`src/rtl/fetch_unit.sv`:
```
// Instruction-fetch stage for the single-cycle 9-bit core: owns the PC and the jump-target LUT,
// presents the current instruction to control and frames each run with a start/done handshake.
module fetch_unit #(
    parameter int          PC_W      = 10,
    parameter logic [8:0]  HALT_WORD = 9'h1FF
) (
    input  logic            clk,
    input  logic            rst_n,
    input  logic            start,
    input  logic [8:0]      instr_in,
    input  logic            pc_jmp_en,
    input  logic            pc_jmp_abs,
    input  logic [3:0]      lut_ptr,
    input  logic            lut_wr_en,
    input  logic [3:0]      lut_wr_addr,
    input  logic [PC_W-1:0] lut_wr_data,
    output logic [PC_W-1:0] pc_out,
    output logic [8:0]      instr_out,
    output logic            fetch_valid,
    output logic            done,
    output logic [15:0]     cycle_cnt,
    output logic [1:0]      fsm_state
);

    typedef enum logic [1:0] {
        ST_IDLE = 2'd0,
        ST_RUN  = 2'd1,
        ST_DONE = 2'd2
    } state_t;

    localparam logic [PC_W-1:0] PC_ONE  = PC_W'(1);
    localparam logic [15:0]     CNT_MAX = 16'hFFFF;

    state_t          state;
    state_t          state_nxt;
    logic [PC_W-1:0] pc;
    logic [PC_W-1:0] pc_nxt;
    logic [15:0]     cnt;
    logic [15:0]     cnt_nxt;

    logic [PC_W-1:0] lut [16];
    logic [PC_W-1:0] lut_val;
    logic [PC_W-1:0] jmp_target;
    logic            is_halt;
    logic            exec;

    // Handshake: start is a level sampled at a rising edge while in IDLE or DONE only;
    // fetch_valid qualifies instr_out for the cycle in which it is high, with no back-pressure.

    // LUT reads see the register contents, so a same-edge write is visible only next cycle.
    assign lut_val    = lut[lut_ptr];
    assign is_halt    = (instr_in == HALT_WORD);
    assign exec       = (state == ST_RUN) && !is_halt;
    // Relative targets are PC_W-bit two's complement; the truncating add wraps backward branches.
    assign jmp_target = pc_jmp_abs ? lut_val : (pc + lut_val);

    always_comb begin
        state_nxt = state;
        pc_nxt    = pc;
        cnt_nxt   = cnt;
        case (state)
            ST_IDLE: begin
                pc_nxt = '0;
                if (start) begin
                    state_nxt = ST_RUN;
                    cnt_nxt   = '0;
                end
            end
            ST_RUN: begin
                if (is_halt) begin
                    state_nxt = ST_DONE;
                end else begin
                    pc_nxt = pc_jmp_en ? jmp_target : (pc + PC_ONE);
                    if (cnt != CNT_MAX) begin
                        cnt_nxt = cnt + 16'd1;
                    end
                end
            end
            ST_DONE: begin
                if (start) begin
                    state_nxt = ST_RUN;
                    pc_nxt    = '0;
                    cnt_nxt   = '0;
                end
            end
            default: begin
                state_nxt = ST_IDLE;
                pc_nxt    = '0;
                cnt_nxt   = '0;
            end
        endcase
    end

    always_ff @(posedge clk or negedge rst_n) begin
        if (!rst_n) begin
            state <= ST_IDLE;
            pc    <= '0;
            cnt   <= '0;
        end else begin
            state <= state_nxt;
            pc    <= pc_nxt;
            cnt   <= cnt_nxt;
        end
    end

    always_ff @(posedge clk or negedge rst_n) begin
        if (!rst_n) begin
            for (int i = 0; i < 16; i++) begin
                lut[i] <= '0;
            end
        end else if (lut_wr_en) begin
            lut[lut_wr_addr] <= lut_wr_data;
        end
    end

    assign pc_out      = pc;
    assign fetch_valid = exec;
    assign instr_out   = exec ? instr_in : 9'h000;
    assign done        = (state == ST_DONE);
    assign cycle_cnt   = cnt;
    assign fsm_state   = state;

endmodule

```
`config.mk`:
```
export PLATFORM = sky130hd
export DESIGN_NAME = fetch_unit
export DESIGN_NICKNAME = d
export VERILOG_FILES = /design/src/rtl/fetch_unit.sv
export SDC_FILE = /design/constraint.sdc
export NUM_CORES = 1
export LEC_CHECK = 0
export CORE_MARGIN = 5
export CORE_UTILIZATION = 60
export CTS_BUF_LIST = sky130_fd_sc_hd__clkbuf_4 sky130_fd_sc_hd__clkbuf_8
export DETAILED_ROUTE_END_ITERATION = 16
export PLACE_DENSITY = 0.85
export SLEW_MARGIN = 20
export SYNTH_ARGS = -nofsm -noshare
export SYNTH_HDL_FRONTEND = slang
export SYNTH_SLANG_ARGS = --single-unit
```
`constraint.sdc`:
```
create_clock -name clk -period 4.8 [get_ports clk]
set_input_delay 1.44 -clock clk [delete_from_list [all_inputs] [get_ports clk]]
set_output_delay 1.44 -clock clk [all_outputs]
set_load 0.02 [all_outputs]
```
Word level (Yosys, flattened, before mapping)
Index checks and enable logic that the tools add are counted.
{"block": "word_totals", "regBits": 188, "latch_bits": 0, "ram_bits": 0, "mem_bits_ro": 0, "in_bits": 33, "word_cells": 63, "n_memories": 0}
{"block": "classes", "addsub": 3, "multipliers": 0, "div_mod_pow": 0, "order_cmp": 3, "n_eq_ne": 9, "n_shift": 0, "muxes": 19, "bitwise": 2, "n_reduce_logical": 8}
{"operator": "$bwmux W160", "count": 1}
{"operator": "$mux W10", "count": 7}
{"operator": "$mux W16", "count": 3}
{"operator": "$bmux W10 S4", "count": 1}
{"operator": "$demux W10 S4", "count": 1}
{"operator": "$pmux W16 S2", "count": 1}
{"operator": "$pmux W10 S2", "count": 1}
{"operator": "$add A16 B1 Y16 const B", "count": 1}
{"operator": "$ne A16 B16 Y1 const B", "count": 1}
{"operator": "$add A10 B1 Y10 const B", "count": 1}
{"operator": "$add A10 B10 Y10", "count": 1}
{"operator": "$ge A5 B5 Y1 const B", "count": 2}
{"operator": "$not A4 Y5", "count": 2}
{"operator": "$eq A9 B9 Y1 const B", "count": 1}
{"operator": "$mux W9", "count": 1}
{"operator": "$ne A2 B2 Y1 const B", "count": 3}
{"operator": "$lt A5 B1 Y1 const B", "count": 1}
{"operator": "$mux W2", "count": 2}
{"operator": "$ne A2 B1 Y1 const B", "count": 2}
{"operator": "$pmux W2 S2", "count": 1}
{"operator": "$reduce_and A2 Y1", "count": 2}
{"operator": "$reduce_and A3 Y1", "count": 1}
{"operator": "$eq A2 B1 Y1 const B", "count": 1}
{"operator": "$eq A2 B2 Y1 const B", "count": 1}
{"operator": "other kinds (4)", "count": 5}

Logic depth before layout (Yosys ltp)
Gate-level depths: netlist of the first run.
{"block": "logic_depth", "depth_word": 9, "mapped_depth": 13, "depth_no_buf": 11}

Worst setup path after synthesis of the first run
OpenSTA, ideal clock, no wires.
{"block": "synth_timing", "path_type": "input to register", "from": "input lut_ptr[1]", "to": "register pc[9], in the netlist pc_out[9]", "setup_time_ns": 0.136, "arrival_time_ns": 4.032, "required_time_ns": 4.664, "setup_slack_ns": 0.632, "cell_stages": 13, "path_cell_list": "clkbuf_8 buf_2 buf_2 mux4_1 a211oi_1 a21oi_1 ha_1 nand3_1 nand2_1 o41ai_1 mux2i_1 mux2i_1 o211ai_1"}
{"block": "synth_between", "elab_chain_cells": 9}
{"element": "start, declared", "line": "13", "rtl": "input logic [3:0] lut_ptr,"}
{"element": "$not A4 Y5 (implied by the code) (*)", "line": "51", "rtl": "assign lut_val = lut[lut_ptr];"}
{"element": "$bmux W10 S4 (*)", "line": "51"}
{"element": "$mux W10 (implied by the code) (*) (2 in series)", "line": "51"}
{"element": "$add A10 B10 Y10", "line": "55", "rtl": "assign jmp_target = pc_jmp_abs ? lut_val : (pc + lut_val);"}
{"element": "$mux W10 (*)", "line": "55"}
{"element": "$mux W10 (*)", "line": "73", "rtl": "pc_nxt = pc_jmp_en ? jmp_target : (pc + PC_ONE);"}
{"element": "$mux W10 (*)", "line": "70", "rtl": "if (is_halt) begin"}
{"element": "$pmux W10 S2 (*)", "line": "61", "rtl": "case (state)"}
{"element": "end signal, assigned", "line": "101", "rtl": "pc <= pc_nxt;"}
{"element": "end, declared", "line": "36", "rtl": "logic [PC_W-1:0] pc;"}
Mark *: on every way between the ends. The rest lies on a longest branch, timed or not. The select of a mux whose other input is x is not followed.
A chain may end at the register's enable or synchronous reset.

Worst setup path after layout of the first run
{"block": "layout_timing", "from": "input instr_in[3]", "to": "output instr_out[4]"}
{"block": "layout_between", "elab_chain_cells": 4}
{"element": "start, declared", "line": "10", "rtl": "input logic [8:0] instr_in,"}
{"element": "$eq A9 B9 Y1", "line": "52", "rtl": "assign is_halt = (instr_in == HALT_WORD);"}
{"element": "$logic_not A1 Y1", "line": "53", "rtl": "assign exec = (state == ST_RUN) && !is_halt;"}
{"element": "$logic_and A1 B1 Y1", "line": "53"}
{"element": "$mux W9", "line": "118", "rtl": "assign instr_out = exec ? instr_in : 9'h000;"}
{"element": "end, declared", "line": "18", "rtl": "output logic [8:0] instr_out,"}
No other way between the ends.

==> impl_metrics.py, run 1 <==
metrics = {
    "timing": {
        "setup_viol": 0,
        "fmax_mhz": 213,
        "period_needed_ns": 4.70,
        "fin_crit_sh": 0.978,
        "rsz0062_at_grt": "no",
        "hold_viol": 0,
        "final_max_slew_viol_count": 0,
        "fin_worst_skew_ns": 0.00739,
        "worst_hold_slack_ns": 0.504,
        "layout_setup_ws_ns": 0.105,
        "tightest_slew_ns": 0.890,
        "max_slew_margin": 0.405,
    },
    "placement": {
        "dpl-instance-area_mm2": 0.0104,
        "portBuffers": 71,
        "place.gp.congestion": 0.830,
        "dpl.hpwl_mm": 14.8,
        "pre_cts_ws_ns": -0.0268,
    },
    "critical_path": {
        "crit_fanout": 10,
        "end_kind": "output port",
        "path_class": "in2out",
        "ff2ff_path_depth": 11,
        "r2r_setup_slack_ns": 1.46,
        "r2r-end": "pc_out[9]",
        "worstPathRequired_ns": 3.36,
        "r2r-start": "lut[147]",
        "crit_top_cell": "clkdlybuf4s50_1",
        "arrival_ns": 3.26,
        "start_kind": "input pin",
        "critPathSlowestCell": "clkdlybuf4s50_1",
        "crit_chain": "clkdlybuf4s50_1 -> nand4_1 -> o31ai_4 -> inv_2 -> and2_1 -> clkdlybuf4s50_1",
        "max_stage_delay_ns": 0.54,
    },
    "detailed_routing": {
        "dr_wl_met2_mm": 10.6,
        "viasPerCell": 6.18,
        "wl_met1_mm": 9.02,
        "dr_wl_met3_mm": 1.30,
        "drt_pass1_iterations": 5,
        "drc": 0,
        "highest_layer": "met4",
        "detail-route-antenna-nets": 0,
        "avgRoutedWirePerCell_um": 21.6,
        "num_vias": 6184,
        "drt-initial-drc-count": 367,
        "totalWireLength_mm": 21.6,
    },
    "global_route": {
        "grt.total_usage": 0.250,
        "overflow": 0,
        "antenna_found_initial": 0,
        "grt_pass1_wl_mm": 35.2,
        "grt_pass1_vias": 6670,
        "grt_max_degree": 91,
    },
    "synth": {
        "synth_edf_count": 0,
        "ys_seq_elements": 188,
        "postSynthCellCount": 694,
        "yosys_most_used_dff": "dfrtp_1",
        "synthDistinctLibCells": 51,
        "synthTopCellsByArea": "dfrtp_1 (50%), mux2_2 (19%), mux4_1 (6.4%)",
        "yosysTopAreaCell": "dfrtp_1",
        "async_flop_share": 1.00,
        "synthesis.area_mm2": 0.00945,
        "yosys_warnings": 0,
        "seq_area_frac_synth": 0.498,
        "syn_avg_cell_area_um2": 13.6,
        "syn_nets": 739,
        "synth_top_area_share": 0.498,
    },
    "layout": {
        "antenna_cells": 0,
        "final_util": 0.704,
        "drive_above_1_share": 0.314,
        "final_nets": 821,
        "final_area_mm2": 0.0108,
        "syn_to_final_growth_pct": 14.2,
    },
    "clock_tree": {
        "numCtsBuffers": 17,
        "cts.sinks": 188,
        "htree_levels": 4,
        "clk_latency_ns": 0.47,
        "ctsHoldBuffers": 0,
        "clk_path_buf_depth": 2,
        "cts_resized": 0,
        "post_cts_buffers": 0,
        "path_clk_slew_ns": 0.09,
        "cts_tree": "yes",
        "ctsRootBufferMaster": "clkbuf_8",
    },
    "outcome": {
        "status": "complete, no violations",
    },
    "floorplanning": {
        "die_area_mm2": 0.0184,
        "rows": 45,
        "core_region_area_mm2": 0.0153,
        "boundaryPins": 72,
        "die_h_um": 135,
        "die_x_um": 135,
        "start_util": 0.617,
    },
    "pwr": {
        "powerDensity_mw_per_mm2": 436,
        "p_leak_uw": 0.00465,
        "peakVddDrop_mv": 0.274,
    },
    "min_path": {
        "hp-class": "reg2reg",
        "hold_start": "lut[150]",
        "hold_depth": 1,
        "worstHoldEndpoint": "lut[150]",
    },
    "flow_run": {
        "timing.max_cap.violations": 0,
    },
}
cell type report:
type	count	area [µm²]
multi-input cells	465	4510
clock buffers	21	270
fillers	1030	4530
inverters	8	30.0
flip-flops and latches	188	4700
well taps	211	264
clock inverters	11	95.1
repair buffers	96	915
cells in the mapped netlist (2+ instances only):
cell,n
mux4_2,20
buf_6,3
nor3b_1,2
clkbuf_1,22
nand2_1,36
and3_1,7
xnor2_1,4
nor3_1,9
nor2b_1,13
ha_1,11
o211ai_1,3
a211oi_1,7
a31oi_1,4
nor4_1,5
buf_2,3
xor2_1,14
mux2_2,162
mux4_1,23
nand4_1,4
nand3b_1,5
inv_1,7
o41ai_1,2
and2_1,12
or3_1,7
nand2b_1,4
nor2_1,33
dfrtp_1,188
mux2i_1,9
a22oi_1,2
a211o_1,4
o21ai_0,18
nand3_1,14
clkbuf_8,4
a21oi_1,16
state kept, by name, summed over array words and instances, names as in the netlist:
name,flops
cycle_cnt,16
lut,160
fsm_state,2
pc_out,10
metal layers:
layer / vias up / global-route usage
li1: 2762 / -
met1: 3135 / 0.326
met2: 235 / 0.412
met3: 52 / 0.0513
met4: 0 / 0.101
met5: - / 0
cell usage in the layout (no fill, tap or decap), types with 16 or more instances in the layout:
| cell type | instances |
|---|---|
| nor2_1 | 33 |
| buf_4 | 23 |
| a21oi_1 | 16 |
| mux4_2 | 20 |
| clkdlybuf4s50_1 | 68 |
| mux4_1 | 23 |
| o21ai_0 | 18 |
| nand2_1 | 36 |
| clkbuf_8 | 18 |
| mux2_2 | 162 |
| dfrtp_1 | 188 |
stage by stage:
| step | setup TNS [ns] | instances | total power (µW) |
|---|---|---|---|
| final | 0 | 1000 | 4700 |
| after global routing | 0 | 1000 | 4980 |
| after CTS | 0 | 1000 | 4720 |
| after detailed placement | -0.0268 | 968 | 3750 |
| after global placement | 0 | 968 | 3620 |
| after floorplan | 0 | 694 | 3210 |
critical path, delay by kind of cell:
kind,cells,cell delay [ns]
buf+inv,3,1.13
simple gates,2,0.39
compound gates,1,0.31
power by group:
group	total, µW	switching (µW)	internal [µW]
registers	2230	268	1960
clock network	976	538	438
logic	1500	690	808
total	4700	1500	3210
cells by family after synthesis:
group	after synthesis	synth area share
adders and majority gates	12	0.0167
and+or+nand+nor	152	0.0802
AOI/OAI and AO/OA	69	0.0493
buffers and inverters	41	0.0250
DFF	188	0.498
muxes	214	0.314
xor gates and xnor gates	18	0.0167
how the worst max path moves through the flow:
stage | from | to | slack (ns) | cells after the start
2_1_floorplan | lut_ptr[1] | pc_out[9] | 0.63 | 13
3_3_place_gp | lut_ptr[3] | pc_out[9] | 0.11 | 12
3_5_place_dp | lut_ptr[3] | pc_out[8] | -0.03 | 14
4_1_cts | instr_in[3] | instr_out[4] | 0.03 | 6
5_1_grt | instr_in[5] | instr_out[4] | 0.002 | 6
6_report | instr_in[3] | instr_out[4] | 0.10 | 6
No activity file was read; power rests on OpenSTA's default activity.
==> run 2, diff against run 1 <==
--- a/config.mk
+++ b/config.mk
@@ -5,11 +5,11 @@
 export SDC_FILE = /design/constraint.sdc
 export NUM_CORES = 1
 export LEC_CHECK = 0
-export CORE_MARGIN = 5
 export CORE_UTILIZATION = 60
-export CTS_BUF_LIST = sky130_fd_sc_hd__clkbuf_4 sky130_fd_sc_hd__clkbuf_8
+export CTS_BUF_LIST = sky130_fd_sc_hd__clkbuf_4
 export DETAILED_ROUTE_END_ITERATION = 16
 export PLACE_DENSITY = 0.85
+export REMOVE_ABC_BUFFERS = 1
 export SLEW_MARGIN = 20
 export SYNTH_ARGS = -nofsm -noshare
 export SYNTH_HDL_FRONTEND = slang
==> impl_metrics.py, run 2 (synthesis results as in run 1) <==
metrics = {
    "critical_path": {
        "start_kind": "input pin",
        "path_class": "in2out",
        "worstPathRequired_ns": 3.36,
        "arrival_ns": 3.28,
        "cp_top_family": "buffers and inverters",
        "crit_top_cell": "clkdlybuf4s50_1",
        "critPathSlowestCell": "clkdlybuf4s50_1",
        "crit_buf_inv": 3,
        "crit_chain": "clkdlybuf4s50_1 -> nand4_1 -> o31ai_4 -> inv_1 -> and2_1 -> clkdlybuf4s50_1",
        "end_kind": "output port",
        "crit_fanout": 10,
        "max_stage_delay_ns": 0.53,
    },
    "timing": {
        "worst_hold_slack_ns": 0.514,
        "fin_crit_sh": 0.983,
        "fmax_mhz": 212,
        "setup_viol": 0,
        "setup_tns_ns": 0,
        "max_slew_margin": 0.437,
        "tightest_slew_ns": 0.844,
        "final_max_slew_viol_count": 0,
        "fin_worst_skew_ns": 0.0265,
        "period_needed_ns": 4.72,
        "hold_viol": 0,
    },
    "pwr": {
        "peakVddDrop_mv": 0.342,
        "powerDensity_mw_per_mm2": 434,
        "p_leak_uw": 0.00473,
        "total_power_uw": 4720,
    },
    "detailed_routing": {
        "viasPerCell": 6.29,
        "detail-route-antenna-nets": 0,
        "totalWireLength_mm": 22.0,
        "drc": 0,
        "num_vias": 6374,
        "drt_pass1_iterations": 5,
        "avgRoutedWirePerCell_um": 21.7,
        "drt-initial-drc-count": 409,
    },
    "layout": {
        "syn_to_final_growth_pct": 15.1,
        "regMostFlops": "lut",
        "final_common_cell": "dfrtp_1",
        "final_nets": 833,
        "final_area_mm2": 0.0109,
        "stdcell_count": 1013,
        "largest_register_ffs": 160,
        "final_cell_mix": "dfrtp_1 (188), mux2_2 (162), clkdlybuf4s50_1 (65)",
        "drive_above_1_share": 0.321,
    },
    "clock_tree": {
        "clk_latency_ns": 0.57,
        "cts.sinks": 188,
        "clk_path_buf_depth": 2,
        "path_clk_slew_ns": 0.13,
        "cts_tree": "yes",
        "ctsHoldBuffers": 0,
        "ctsRootBufferMaster": "clkbuf_4",
        "htree_levels": 4,
        "numCtsBuffers": 17,
    },
    "placement": {
        "placed_cells": 979,
        "place.gp.congestion": 0.923,
        "portBuffers": 71,
        "dpl.hpwl_mm": 14.9,
        "dpl-instance-area_mm2": 0.0105,
    },
    "global_route": {
        "antenna_found_initial": 1,
        "grt.total_usage": 0.292,
        "grt_pass1_wl_mm": 35.7,
        "grt_pass1_vias": 6646,
        "grt_max_degree": 91,
        "overflow": 0,
    },
    "min_path": {
        "hp-class": "reg2reg",
    },
    "floorplanning": {
        "start_util": 0.619,
        "boundaryPins": 72,
        "rows": 45,
        "die_x_um": 127,
        "core_region_area_mm2": 0.0153,
        "die_h_um": 127,
        "die_area_mm2": 0.0163,
    },
    "outcome": {
        "status": "complete, no violations",
    },
    "flow_run": {
        "timing.max_cap.violations": 0,
    },
}
[run 2: changes by cell type in the layout (fill, tap and decap cells not counted), moves of 3 or more]
| cell | change |
|---|---|
| clkdlybuf4s50_1 | -3 |
| clkbuf_4 | +17 |
| inv_6 | +3 |
| clkbuf_8 | -18 |
| clkinvlp_4 | -3 |
| dlymetal6s2s_1 | +4 |
| buf_4 | +9 |
| clkinv_2 | -4 |
| buf_12 | +3 |
[run 2: repair_timing]
action,CTS,global route
endpoints found under the setup margin,0,10
endpoints found under the hold margin,0,0
resized for setup,0,4
setup buffers,0,1
[run 2: cell type report]
type	count	area, µm²
Antenna cell	1	2.50
Clock buffer	20	150
Clock inverter	12	160
Fill cell	978	4380
Inverter	8	30.0
Multi-Input combinational cell	465	4510
Sequential cell	188	4700
Tap cell	211	264
Timing Repair Buffer	108	1060
[run 2: layer usage]
metal  wire length [µm]  track usage  vias up
met4                554        0.111        0
met2              10900        0.477      274
li1                   -            -     2785
met5                  0            0        -
met1               9050        0.390     3261
met3               1430       0.0574       54
[run 2: stage by stage]
stage | worst slack [ns] | util
final | 0.0810 | 0.713
after global placement | 0.0572 | 0.691
after floorplan | 0.797 | -
after global routing | -0.0278 | 0.713
after detailed placement | 0.0388 | 0.691
after CTS | 0.0800 | 0.712
[run 2: path summary, 6_finish.rpt]
check / from / slack (ns) / to / cells after the start
hold / removal: lut[20] / 0.51 / lut[20] / 1
setup / recovery: instr_in[2] / 0.08 / instr_out[8] / 6
max in group asynchronous: rst_n / 2.83 / lut[131] / 2
min in group asynchronous: rst_n / 0.91 / cycle_cnt[4] / 1
hold reg to reg: lut[20] / 0.51 / lut[20] / 1
setup reg to reg: lut[147] / 1.59 / pc_out[9] / 12
[run 2: worst register-to-register path, cell delays in order (launching register included)]
cell and delay [ns]:
dfrtp_1 0.41, mux4_1 0.48, and2_1 0.17, a211oi_1 0.20, a31oi_1 0.14, ha_1 0.37, a21oi_1 0.20, nand2_1 0.10
o41ai_1 0.32, buf_4 0.17, mux2i_1 0.21, mux2i_1 0.22, o211ai_1 0.11
[run 2: power by group]
| part | internal [µW] | leakage [µW] | switching (µW) |
|---|---|---|---|
| Sequential | 1960 | 0.00232 | 273 |
| Combinational | 856 | 0.00224 | 703 |
| Clock | 386 | 0.000170 | 542 |
